===== src/rtl/arb_pkg.sv =====
// Shared arbiter definitions: widths and FSM state encoding.
// Used by mux_arbiter_4 and rr_pick4.
package arb_pkg;
    localparam int N_REQ  = 4;
    localparam int SEL_W  = 2;
    localparam int HOLD_W = 8;

    typedef enum logic [0:0] {
        ARB_IDLE,
        ARB_OWN
    } arb_state_t;
endpackage


===== src/rtl/mux_arbiter_4_rr_pick4.sv =====
// Combinational round-robin picker: first set request at or after ptr.
// Shared by the idle grant and the owner handoff paths.
module rr_pick4
    import arb_pkg::*;
(
    input  logic [N_REQ-1:0] req,
    input  logic [SEL_W-1:0] ptr,
    output logic             hit,
    output logic [SEL_W-1:0] idx,
    output logic [N_REQ-1:0] onehot
);
    logic [SEL_W-1:0] cand;

    always_comb begin
        hit  = 1'b0;
        idx  = ptr;
        cand = ptr;
        // Walk from the farthest slot back so the closest to ptr wins.
        for (int i = N_REQ - 1; i >= 0; i--) begin
            cand = ptr + SEL_W'(i);
            if (req[cand]) begin
                hit = 1'b1;
                idx = cand;
            end
        end
        onehot = N_REQ'(hit) << idx;
    end
endmodule


===== src/rtl/mux_arbiter_4.sv =====
// Round-robin owner arbiter driving a shared 4:1 mux select.
// Define ARB_HOLD_LIMIT_EN to add the MAX_HOLD tenure limit and preempt.
module mux_arbiter_4
    import arb_pkg::*;
#(
    parameter int MAX_HOLD = 15
) (
    input  logic             clock,
    input  logic             reset,
    input  logic [N_REQ-1:0] req,
    output logic [N_REQ-1:0] grant,
    output logic [SEL_W-1:0] select,
    output logic             busy
`ifdef ARB_HOLD_LIMIT_EN
    ,
    output logic             preempt
`endif
);
    arb_state_t       state;
    logic [SEL_W-1:0] ptr;
    logic             hit;
    logic [SEL_W-1:0] idx;
    logic [N_REQ-1:0] onehot;
    logic             own_req;
    logic             take;
    logic             release_own;
    logic             force_nxt;

    // The current owner is masked out, so a handoff never re-picks it.
    rr_pick4 u_pick (
        .req    (req & ~grant),
        .ptr    (ptr),
        .hit    (hit),
        .idx    (idx),
        .onehot (onehot)
    );

    assign own_req = req[select];

`ifdef ARB_HOLD_LIMIT_EN
    localparam logic [HOLD_W-1:0] HOLD_LAST = HOLD_W'(MAX_HOLD - 1);
    logic [HOLD_W-1:0] hold_cnt;
    assign force_nxt = (state == ARB_OWN) && own_req
                    && (hold_cnt == HOLD_LAST) && hit;
`else
    assign force_nxt = 1'b0;
`endif

    always_comb begin
        take        = 1'b0;
        release_own = 1'b0;
        unique case (state)
            ARB_IDLE: take = hit;
            ARB_OWN: begin
                release_own = !own_req;
                take        = (release_own && hit) || force_nxt;
            end
            default: take = 1'b0;
        endcase
    end

    always_ff @(posedge clock or posedge reset) begin
        if (reset) begin
            state  <= ARB_IDLE;
            ptr    <= '0;
            grant  <= '0;
            select <= '0;
            busy   <= 1'b0;
        end else if (take) begin
            state  <= ARB_OWN;
            grant  <= onehot;
            select <= idx;
            ptr    <= idx + SEL_W'(1);
            busy   <= 1'b1;
        end else if (release_own) begin
            state <= ARB_IDLE;
            grant <= '0;
            busy  <= 1'b0;
        end
    end

`ifdef ARB_HOLD_LIMIT_EN
    always_ff @(posedge clock or posedge reset) begin
        if (reset) begin
            hold_cnt <= '0;
            preempt  <= 1'b0;
        end else begin
            preempt <= force_nxt;
            if (take)
                hold_cnt <= '0;
            else if (state == ARB_OWN && hold_cnt != HOLD_LAST)
                hold_cnt <= hold_cnt + HOLD_W'(1);
        end
    end
`endif
endmodule

===== config.mk =====
export PLATFORM = sky130hd
export DESIGN_NAME = mux_arbiter_4
export DESIGN_NICKNAME = d
export VERILOG_FILES = /design/src/rtl/arb_pkg.sv /design/src/rtl/mux_arbiter_4_rr_pick4.sv /design/src/rtl/mux_arbiter_4.sv
export SDC_FILE = /design/constraint.sdc
export NUM_CORES = 1
export LEC_CHECK = 0
export CAP_MARGIN = 0
export CORE_AREA = 2 2 39 41
export DETAILED_ROUTE_END_ITERATION = 8
export DIE_AREA = 0 0 41 43
export PLACE_DENSITY_LB_ADDON = 0.1
export SETUP_SLACK_MARGIN = 0.15
export SYNTH_ARGS = -nofsm -noshare
export SYNTH_HDL_FRONTEND = slang
export SYNTH_SLANG_ARGS = --single-unit

===== constraint.sdc =====
create_clock -name clock -period 1.9 [get_ports clock]
set_input_delay 0.19 -clock clock [delete_from_list [all_inputs] [get_ports clock]]
set_output_delay 0.19 -clock clock [all_outputs]
set_load 0.05 [all_outputs]

## Word-level counts from Yosys, hierarchy flattened

Index checks and enable logic that the tools add are counted.
W data, S select, Z words.

- Flip-flop bits (word level): 9
- Output and inout port bits: 7
- Word-level logic and storage cells: 44

- Add/subtract/negate cells: 4
- Magnitude comparators: 5
- Shifts and indexed selects: 1
- Mux-type cells: 24
- Bitwise operators: 3
- Reduce and logical (&&, ||, !) cells: 3

Operator list:

| kind | count |
|---|---|
| $lt A2 B3 Y1 const B | 5 |
| $mux W1 | 12 |
| $bmux W1 S2 | 5 |
| $mux W2 | 4 |
| $mux W4 | 2 |
| $add A2 B1 Y2 const B | 2 |
| $add A2 B2 Y2 const B | 2 |
| $and A4 B4 Y4 | 1 |
| $not A4 Y4 | 1 |
| $shl A1 B2 Y4 | 1 |
| $pmux W1 S2 | 1 |
| $reduce_bool A2 Y1 | 1 |
| $logic_and A1 B1 Y1 | 1 |
| $logic_not A1 Y1 | 1 |
| $not A1 Y1 | 1 |

## Longest topological paths before layout

- Depth after elaboration: 11
- Gate-level depth with buffers: 5

## Hierarchy

A second synthesis with hierarchy kept.

- Cell total of the unflattened synthesis: 76
- Area, all modules: 684.4 um2

By module, submodules not included:

| module | times used | cells an instance | area an instance (um2) |
|---|---|---|---|
| mux_arbiter_4 | 1 | 41 | 467.9 |
| rr_pick4 | 1 | 35 | 216.5 |

## Worst setup path after synthesis

No wires, ideal clock.

- Path type: flip-flop to flip-flop
- Start point: register select[0]
- End point: register ptr[0]
- Library setup time: 0.125 ns
- Arrival time: 1.734 ns
- Setup slack: 0.041 ns
- Stages on the path, launching flop included: 5
- Cells stage by stage: dfrtp_1 > mux4_2 > nand2_2 > nand2_4 > mux2_4

- Cells in the longest elaborated chain, start to end: 5

RTL lines:

| what | line | RTL |
|---|---|---|
| start, declared | mux_arbiter_4.sv:12 | `output logic [SEL_W-1:0] select,` |
| start signal, assigned | mux_arbiter_4.sv:72 | `select <= idx;` |
| $bmux W1 S2 | mux_arbiter_4.sv:38 | `assign own_req = req[select];` |
| $mux W1 (not written as such) | mux_arbiter_4.sv:38 |  |
| $logic_not A1 Y1 | mux_arbiter_4.sv:55 | `release_own = !own_req;` |
| $logic_and A1 B1 Y1 | mux_arbiter_4.sv:56 | `take = (release_own && hit) \|\| force_nxt;` |
| $pmux W1 S2 | mux_arbiter_4.sv:52 | `unique case (state)` |
| end signal, assigned | mux_arbiter_4.sv:73 | `ptr <= idx + SEL_W'(1);` |
| end, declared | mux_arbiter_4.sv:20 | `logic [SEL_W-1:0] ptr;` |

Every way passes these cells. The select of a mux whose other input is x is not followed.
A chain may end at the register's enable or synchronous reset.

## Worst setup path in the final report

- Start point: register grant[3]
- End point: output grant[3]

RTL lines:

| what | line | RTL |
|---|---|---|
| start, declared | mux_arbiter_4.sv:11 | `output logic [N_REQ-1:0] grant,` |
| start signal, assigned | mux_arbiter_4.sv:71 | `grant <= onehot;` |

No word-level cell between the ends.

==> impl_metrics.prom <==
# TYPE chip_impl_metric gauge
chip_impl_info{name="status",value="completed"} 1
chip_impl_metric{name="hold_buffers",unit=""} 0
chip_impl_metric{name="final.setup.tns",unit="ns"} 0
chip_impl_metric{name="ys_async_sr_fraction",unit="%"} 100.0
chip_impl_info{name="yosys_most_used_dff",value="dfrtp_1"} 1
chip_impl_metric{name="place.detailed.hpwl",unit="um"} 935.5
chip_impl_metric{name="antenna_violations_before_repair",unit=""} 0
chip_impl_metric{name="wl_per_cell",unit="um"} 13.69
chip_impl_metric{name="vdd.ir_drop.worst",unit="uV"} 795.6
chip_impl_metric{name="critical_path.n_buffers_inverters",unit=""} 1
chip_impl_metric{name="finalCritPeriodShare",unit="%"} 88.72
chip_impl_metric{name="first_global_vias",unit=""} 412
chip_impl_metric{name="routed_via_density",unit=""} 5.405
chip_impl_metric{name="floorplan.initialDensity",unit="%"} 41.77
chip_impl_info{name="worstPathCellList",value="clkdlybuf4s50_1"} 1
chip_impl_metric{name="die-width",unit="um"} 41
chip_impl_metric{name="netlist-cell-type-count",unit=""} 31
chip_impl_metric{name="slew_violations",unit=""} 0
chip_impl_metric{name="routed_wirelength",unit="um"} 1150
chip_impl_metric{name="floorplan.die_area",unit="um2"} 1763
chip_impl_metric{name="io_buffer_count",unit=""} 12
chip_impl_info{name="layout_common_cells",value="12 x clkdlybuf4s50_1, 8 x dfrtp_1, 4 x a22o_1"} 1
chip_impl_info{name="path_delay_family",value="buffers and inverters"} 1
chip_impl_metric{name="clock-skew-final",unit="ns"} 0.001112
chip_impl_metric{name="static_leakage",unit="nW"} 0.3256
chip_impl_metric{name="vias",unit=""} 454
chip_impl_info{name="worst_setup_ep_type",value="primary output"} 1
chip_impl_metric{name="filler_cell_count",unit=""} 124
chip_impl_metric{name="fp.dieH",unit="um"} 43
chip_impl_info{name="hold_path_class",value="primary input to async pin"} 1
chip_impl_metric{name="grt_pass1_wl",unit="um"} 1835
chip_impl_metric{name="cts.sinks",unit=""} 9
chip_impl_metric{name="post_route_cells_drive_above_1_share",unit="%"} 29.41
chip_impl_metric{name="layout.cell_area.non_filler",unit="um2"} 760.7
chip_impl_metric{name="grt_start_max_net_pins",unit=""} 10
chip_impl_metric{name="layout.nets",unit=""} 75
chip_impl_metric{name="powerDensity",unit="nW/um2"} 1840
chip_impl_metric{name="netlist_area_pre_place",unit="um2"} 578.1
chip_impl_info{name="cts.root.buffer_cell",value="clkbuf_4"} 1
chip_impl_metric{name="cts_buffers",unit=""} 3
chip_impl_metric{name="worst-path-max-fanout",unit=""} 3
chip_impl_metric{name="area.growth.synth_to_final",unit="%"} 31.60
chip_impl_metric{name="synth_seq_area_share",unit="%"} 38.96
chip_impl_metric{name="finalWeightedCongestion",unit=""} 0.7065
chip_impl_metric{name="required",unit="ns"} 1.71
chip_impl_metric{name="ctsHtreeMaxLevel",unit=""} 1
chip_impl_metric{name="delay_of_the_slowest_critical_path_stage",unit="ns"} 0.83
chip_impl_info{name="tritoncts",value="yes"} 1
chip_impl_info{name="critPathLaunchType",value="flop"} 1
chip_impl_metric{name="hold_viol_final",unit=""} 0
chip_impl_info{name="crit_slowest_cell",value="clkdlybuf4s50_1"} 1
chip_impl_metric{name="max_freq",unit="GHz"} 0.5932
chip_impl_metric{name="drt_drc_violations_left",unit=""} 0
chip_impl_metric{name="place_area",unit="um2"} 734.5
chip_impl_metric{name="diodes",unit=""} 0
chip_impl_info{name="grt_setup_unrepaired",value="false"} 1
chip_impl_metric{name="postRouteAntennaNets",unit=""} 0
chip_impl_metric{name="post_cts_buffers",unit=""} 0
chip_impl_metric{name="detailedRoute.firstPassIterationCount",unit=""} 4
chip_impl_metric{name="clock_slew_at_the_register_clock_pins_of_the_worst_setup_and_hold_paths",unit="ns"} 0.06
chip_impl_metric{name="drt_first_iter_violations",unit=""} 2
chip_impl_metric{name="io_pins",unit=""} 13
chip_impl_metric{name="syn-instance-count",unit=""} 50
chip_impl_metric{name="ctsResizeCount",unit=""} 0
chip_impl_metric{name="ys.warnings.count",unit=""} 0
chip_impl_metric{name="coreArea",unit="um2"} 1384
chip_impl_metric{name="max-slew-margin-rel",unit="%"} 66.80
chip_impl_metric{name="finalHoldWorstSlack",unit="ns"} 0.1871
chip_impl_metric{name="drv_cap",unit=""} 0
chip_impl_metric{name="post_layout_min_period",unit="ns"} 1.686
chip_impl_metric{name="cp_data_arrival_time",unit="ns"} 1.50
chip_impl_metric{name="setup-violations-final",unit=""} 0
chip_impl_metric{name="synth_seq_cells",unit=""} 9
chip_impl_metric{name="synth_fp_nets",unit=""} 56
chip_impl_metric{name="grt_usage",unit="%"} 16.02
chip_impl_metric{name="global_route.overflow_total",unit=""} 0
chip_impl_metric{name="number_of_synthesized_flops_with_an_enable_pin",unit=""} 0
chip_impl_metric{name="syn_area_per_cell",unit="um2"} 11.56
chip_impl_metric{name="clock_tree_buf_depth",unit=""} 2
chip_impl_metric{name="worstSkewPairLatency",unit="ns"} 0.26
chip_impl_info{name="timing.setup.critical_path_class",value="flop to primary output"} 1
chip_impl_metric{name="fp-row-count",unit=""} 14
chip_impl_metric{name="worst_pin_slew",unit="ns"} 0.4965
chip_impl_info{name="most_common_cell_after_layout_fill_and_taps_aside",value="clkdlybuf4s50_1"} 1
area by class of cell:
type | count | area [um2] | area share (%)
Multi-Input combinational cell | 39 | 345.3 | 45.39
Inverter | 2 | 7.507 | 0.9868
Sequential cell | 9 | 226.5 | 29.77
Clock buffer | 4 | 26.28 | 3.454
Tap cell | 16 | 20.02 | 2.632
Timing Repair Buffer | 14 | 135.1 | 17.76
flip-flops by register name, indices dropped and copies added (netlist names):
name    count
state       1
grant       4
select      2
ptr         2
Yosys cell counts (all sizes together) (2+ instances only):
master / n / share of area [%]
a21o: 2 / 2.8
nand2: 4 / 4.3
inv: 2 / 1.3
o21ai: 3 / 2.6
nor2: 3 / 2.4
nand2b: 3 / 4.5
a22o: 4 / 6.1
dfrtp: 9 / 39
nor2b: 2 / 4.8
a21oi: 2 / 1.7
o22ai: 2 / 2.2
final timing paths:
check | start | depth (start not counted) | slack [ns] | to
hold / removal | reset | 2 | 0.19 | grant[3]
min in group clock | select[0] | 2 | 0.53 | select[0]
max in group asynchronous | reset | 2 | 1.44 | select[0]
setup / recovery | grant[3] | 1 | 0.21 | grant[3]
hold reg to reg | select[0] | 2 | 0.53 | select[0]
setup reg to reg | grant[1] | 5 | 0.24 | ptr[0]
kinds of logic (layout without fill, tap and decap cells):
family / after synthesis / in the layout / share of synthesized area (%)
flip-flops: 9 / 9 / 38.96
multiplexers: 2 / 2 / 6.492
buffers and inverters: 2 / 20 / 1.299
AO/OA/AOI/OAI: 17 / 17 / 25.54
AND/OR/NAND/NOR: 20 / 20 / 27.71
per-stage QoR:
stage | total power, W | util (%) | worst slack (ns) | instances
after detailed placement | 0.001261 | 53.07 | -0.03108 | 80
after floorplan | 0.001026 | - | 0.1501 | 50
after global routing | 0.001490 | 54.97 | 0.1692 | 84
after global placement | 0.001264 | 53.07 | -0.01077 | 80
after CTS | 0.001408 | 54.97 | 0.1995 | 84
final | 0.001400 | 54.97 | 0.2143 | 84
metal layers:
metal	track usage [%]	vias up	share of wire (%)
met3	4.712	4	2.8
li1	-	225	-
met2	22.81	8	46
met1	21.36	217	50
met5	0	-	0
met4	8.000	0	1.2
report_power, final:
group,internal (W),switching [W]
Sequential,0.000275,0.0000927
Combinational,0.000400,0.000490
Clock,0.0000806,0.0000614
Total,0.000756,0.000644
Note: power is estimated with default switching activity, not from simulation.
